`src/rtl/exibe_sequencia_pkg.sv`:
```
// exibe_sequencia_pkg: state codes and default timings shared by the sequence display and the game controller
package exibe_sequencia_pkg;
    typedef enum logic [3:0] {
        IDLE    = 4'h0,
        PREP    = 4'h1,
        ACENDE  = 4'h2,
        APAGA   = 4'h3,
        PROXIMO = 4'h4,
        FIM     = 4'hF
    } estado_t;
    localparam int ON_CYCLES_DEF  = 1000;
    localparam int OFF_CYCLES_DEF = 500;
endpackage

```
`src/rtl/exibe_sequencia_contador_m.sv`:
```
// contador_m: modulo-M counter that saturates at M-1
// ports: clock, reset (async, active-low), zera (sync clear), conta (count enable),
//        q (count value), fim (q == M-1)
module contador_m #(
    parameter int M = 4,
    parameter int W = $clog2(M) + 1
) (
    input  logic         clock,
    input  logic         reset,
    input  logic         zera,
    input  logic         conta,
    output logic [W-1:0] q,
    output logic         fim
);
    logic [W-1:0] cnt_q;
    assign q   = cnt_q;
    assign fim = cnt_q == W'(M - 1);
    always_ff @(posedge clock or negedge reset) begin
        if (!reset)
            cnt_q <= '0;
        else if (zera)
            cnt_q <= '0;
        else if (conta && !fim)
            cnt_q <= cnt_q + 1'b1;
    end
endmodule

```
`src/rtl/exibe_sequencia.sv`:
```
// exibe_sequencia: plays the stored sequence on the LEDs, entries 0..limite, each lit then dark
// ports: clock, reset (async, active-low), iniciar (start, sampled in IDLE), limite (last index),
//        mem_dado/endereco (async-read sequence memory), leds, exibindo (busy), pronto (done pulse),
//        db_estado (state code)
module exibe_sequencia
    import exibe_sequencia_pkg::*;
#(
    parameter int ON_CYCLES  = ON_CYCLES_DEF,
    parameter int OFF_CYCLES = OFF_CYCLES_DEF,
    parameter int ADDR_W     = 4,
    parameter int DATA_W     = 4
) (
    input  logic              clock,
    input  logic              reset,
    input  logic              iniciar,
    input  logic [ADDR_W-1:0] limite,
    input  logic [DATA_W-1:0] mem_dado,
    output logic [ADDR_W-1:0] endereco,
    output logic [DATA_W-1:0] leds,
    output logic              exibindo,
    output logic              pronto,
    output logic [3:0]        db_estado
);
    localparam int MAXC = ON_CYCLES > OFF_CYCLES ? ON_CYCLES : OFF_CYCLES;
    localparam int TW   = $clog2(MAXC) + 1;
    estado_t           estado_q, estado_d;
    logic [ADDR_W-1:0] end_q, end_d, lim_q, lim_d;
    logic [TW-1:0]     tmr;
    logic              tmr_fim, fase, done;
    // one timer serves both phases: the longer phase ends on the counter's own
    // terminal count, the shorter one on an explicit compare against its length
    assign fase = estado_q == ACENDE || estado_q == APAGA;
    assign done = tmr_fim || tmr == TW'((estado_q == ACENDE ? ON_CYCLES : OFF_CYCLES) - 1);
    contador_m #(.M(MAXC), .W(TW)) u_timer (
        .clock (clock),
        .reset (reset),
        .zera  (!fase || done),
        .conta (fase),
        .q     (tmr),
        .fim   (tmr_fim)
    );
    always_ff @(posedge clock or negedge reset) begin
        if (!reset) begin
            estado_q <= IDLE;
            end_q    <= '0;
            lim_q    <= '0;
        end else begin
            estado_q <= estado_d;
            end_q    <= end_d;
            lim_q    <= lim_d;
        end
    end
    always_comb begin
        estado_d = estado_q;
        end_d    = end_q;
        lim_d    = lim_q;
        unique case (estado_q)
            IDLE:    estado_d = iniciar ? PREP : IDLE;
            PREP: begin
                end_d    = '0;
                lim_d    = limite;
                estado_d = ACENDE;
            end
            ACENDE:  estado_d = done ? APAGA : ACENDE;
            APAGA:   estado_d = done ? PROXIMO : APAGA;
            PROXIMO: begin
                estado_d = end_q == lim_q ? FIM : ACENDE;
                end_d    = end_q == lim_q ? end_q : end_q + 1'b1;
            end
            FIM:     estado_d = IDLE;
            default: estado_d = IDLE;
        endcase
    end
    assign endereco  = end_q;
    assign leds      = estado_q == ACENDE ? mem_dado : '0;
    assign exibindo  = !(estado_q == IDLE || estado_q == FIM);
    assign pronto    = estado_q == FIM;
    assign db_estado = estado_q;
endmodule
```
`config.mk`:
```
export PLATFORM = sky130hd
export DESIGN_NAME = exibe_sequencia
export DESIGN_NICKNAME = d
export VERILOG_FILES = /design/src/rtl/exibe_sequencia_pkg.sv /design/src/rtl/exibe_sequencia_contador_m.sv /design/src/rtl/exibe_sequencia.sv
export SDC_FILE = /design/constraint.sdc
export NUM_CORES = 1
export LEC_CHECK = 0
export CAP_MARGIN = 0
export CORE_MARGIN = 2
export CORE_UTILIZATION = 50
export DETAILED_ROUTE_END_ITERATION = 16
export GPL_ROUTABILITY_DRIVEN = 1
export GPL_TIMING_DRIVEN = 1
export PLACE_DENSITY = 0.81
export SETUP_SLACK_MARGIN = 0.15
export SLEW_MARGIN = 10
export SYNTH_ARGS = -nofsm -noshare
export SYNTH_HDL_FRONTEND = slang
export SYNTH_SLANG_ARGS = --single-unit
```
`constraint.sdc`:
```
create_clock -name clock -period 2.5 [get_ports clock]
set_clock_uncertainty 0.1 [all_clocks]
set_input_delay 0.75 -clock clock [delete_from_list [all_inputs] [get_ports clock]]
set_output_delay 0.75 -clock clock [all_outputs]
set_load 0.03 [all_outputs]
```
==> key figures <==
Status
  • Status: complete, no violations

Power
  • Flop pwr share: 63.4%
  • Gate power share: under 10%
  • Pwr/cell area: 358 nW/µm²
  • Final total power: 0.000595 W
  • Max VDD drop: 333 µV
  • Leakage power: 0.857 nW
  • Clock power share: 28.2%
  • Net Sw Power: 0.000130 W
  • Power Internal: around 0.00047 W
  • Sw Ratio: between 20 and 25%

Critical path
  • Worst setup SP type: flip-flop
  • Critical path arrival: 1.51 ns
  • CP bufs+invs: 3
  • R2r endpoint: db_estado[2]
  • Worst path top cell family by delay: buffers and inverters
  • Reg2reg path depth: 7
  • Worst EP required: 1.65 ns
  • Setup CP Type: reg2out
  • CP max FO: 5
  • RR Startpoint: db_estado[0]
  • Crit-path slowest cell: dfrtp_1
  • Worst path depth: 5
  • CP cell instances: buf_6 -> nor4b_4 -> buf_4 -> and2_4 -> buf_6
  • Crit path largest cell delay: 0.40 ns
  • Worst R2R Setup Slack: 0.58 ns
  • CP Capture Type: output port
  • Crit path top cell by count: buf_6

Global route
  • Overall routing resource usage: 21.2%
  • Initial antenna violation count: 0
  • Largest net degree at the start of global routing: 24
  • Number of global-route vias before repair: about 1,000
  • Global-route wire length before repair: 4410 µm
  • Global route overflow: 0

STA
  • Max Clk Rate: 0.423 GHz
  • Slew @ Worst Pin: between 0.3 and 0.4 ns
  • Final period util: 94.6%
  • Setup tns final: 0 ns
  • Crit path time final: 2.36 ns
  • Final setup fails: 0
  • Final count of pins violating max slew: 0
  • RSZ-0062 raised after global routing: true
  • Rel. slew slack: 73.5%
  • Final hold vios: 0

Detailed routing
  • # DRC: 0
  • Initial DRT Pass Iterations: 4
  • Initial DRC Count: 17
  • Routed WL: 2540 µm
  • Post-DRT Antenna Nets: 0
  • Via count: ~1,000
  • DR vias/cell: ~5.3
  • Wire per inst: 13.0 µm

Synth
  • Async S/R FF share, synth: 100%
  • Seq/Total Area, Yosys: between 40% and 50%
  • Post-synth top area share: about 47%
  • Synth Register Bits: 23
  • Post-synth EDFFs: 0
  • Yosys cell types: 30
  • Warnings, synthesis: 0
  • Syn avg cell area: 9.53 µm²
  • Count leader, synth: nand2_1
  • Synthesized area: 1220 µm²
  • Cell taking the most area after synthesis: dfrtp_1
  • Top FF cell, synth: dfrtp_1
  • Post-Synthesis Cells: 128
  • Synth top area cells: dfrtp_1 47%, nand2_1 7.7%, xnor2_1 5.0%
  • Syn Nets: 141
  • Synth cell count leaders: 25 x nand2_1, 23 x dfrtp_1, 16 x nor2_1

Worst hold path
  • Worst Hold Depth: 1
  • Worst Hold End: u_timer.q[0]
  • Hold Path Class: reg2reg
  • Hold path start: u_timer.q[0]

Final layout
  • Share of layout cells above drive strength 1: 20.2%
  • NumNets Final: 182
  • Multi-input logic area: 639 µm²
  • # diodes: 0
  • Area delta synth->final: 36.2%
  • Fillcell total: 164
  • Sequential cell area: 576 µm²

Clock tree
  • Clock Sinks: 23
  • Root Buffer: clkbuf_4
  • Hold buffers post-CTS: 0
  • Clock-pin slew on the worst setup and hold paths: 0.12 ns
  • Longest Clk Path Bufs: 2
  • Clock latency on the worst-skew pair: 0.31 ns
  • CTS tree: done
  • CTS H-tree depth: 1
  • Cts bufs inserted: 3

Floorplanning
  • Cell row count: 17
  • DIE AREA: 2850 µm²
  • Initial core utilization: 54.1%
  • Core area: about 2300 µm²
  • IO Pins: 25
  • Die width: 53.4 µm
  • Die H: 53.4 µm

Flow run
  • Max_cap viols: 0

Placed design
  • I/O Buffers: 24
  • Dpl hpwl: approximately 1800 µm
  • Placer Congestion: 0.804
cell type report:
class	instances	area share, %
multi-input combinational	99	38.5
sequential	23	34.6
timing repair buffer	40	22.7
tap	28	2.11
clock buffer	4	1.58
inverter	2	0.452
per-layer routing:
metal | global-route usage, % | vias up | routed length [µm]
met3 | 2.82 | 6 | 139
li1 | - | 524 | -
met4 | 6.84 | 0 | 30
met2 | 36.8 | 29 | 1230
met1 | 26.8 | 483 | 1150
met5 | 0 | - | 0
worst max path at each step:
stage | start | end | slack (ns)
2_1_floorplan | db_estado[0] | leds[0] | 0.17
3_3_place_gp | mem_dado[3] | leds[3] | 0.18
3_5_place_dp | mem_dado[3] | leds[3] | 0.16
4_1_cts | db_estado[0] | exibindo | 0.09
5_1_grt | db_estado[0] | leds[1] | 0.05
6_report | db_estado[0] | leds[1] | 0.14
cell usage in the layout, fill, tap and decap left out, types with 4 or more instances in the layout:
cell type	count
and2_4	4
nand2_1	25
buf_6	7
dfrtp_1	23
nor2_1	16
dlymetal6s2s_1	4
xnor2_1	7
xor2_1	6
nand3_1	5
clkdlybuf4s50_1	12
buf_4	13
timing repair:
| action | in CTS | in global routing |
|---|---|---|
| endpoints found under the setup margin | 10 | 9 |
| setup buffers | 6 | 2 |
| gates resized for setup | 16 | 7 |
| pin swaps | 3 | 0 |
state kept, by name, indices dropped and copies added (netlist names):
register	count
db_estado	4
lim_q	4
endereco	4
u_timer.q	11
worst register-to-register path, cell delays in order (launching register included):
cell and delay [ns]:
dfrtp_1 0.40, buf_6 0.13, buf_4 0.12, buf_4 0.13, or4b_1 0.51, a21oi_1 0.17
nand3b_1 0.15, o21ai_0 0.09
kinds of logic (layout without fill, tap and decap cells):
logic type	count (synthesis)	in the layout	synth area share, %
AO/OA/AOI/OAI	11	11	7.08
XOR/XNOR	13	13	9.33
flip-flops	23	23	47.2
adder cells (fa/ha/maj)	2	2	2.05
AND/OR/NAND/NOR	70	70	29.1
buffers and inverters	6	46	2.77
multiplexers	3	3	2.46
per-stage QoR:
step | util, % | area (µm²) | std cells | worst slack, ns | hold slack [ns]
after floorplan | - | 1230 | 128 | 0.174 | 0.350
after global placement | 67.8 | 1530 | 184 | 0.183 | 0.375
after detailed placement | 67.8 | 1530 | 184 | 0.158 | 0.383
after CTS | 72.4 | 1630 | 194 | 0.0924 | 0.400
after global routing | 73.7 | 1660 | 196 | 0.0494 | 0.431
final | 73.7 | 1660 | 196 | 0.136 | 0.399
power by group through the flow:
stage	sequential, W	combinational (W)	clock [W]
2_1_floorplan	0.000384	0.0000156	0
3_3_place_gp	0.000385	0.0000443	0
3_5_place_dp	0.000385	0.0000450	0
4_1_cts	0.000377	0.0000500	0.000174
5_1_grt	0.000378	0.0000539	0.000190
6_report	0.000377	0.0000494	0.000168
(Power assumes the default switching activity.)
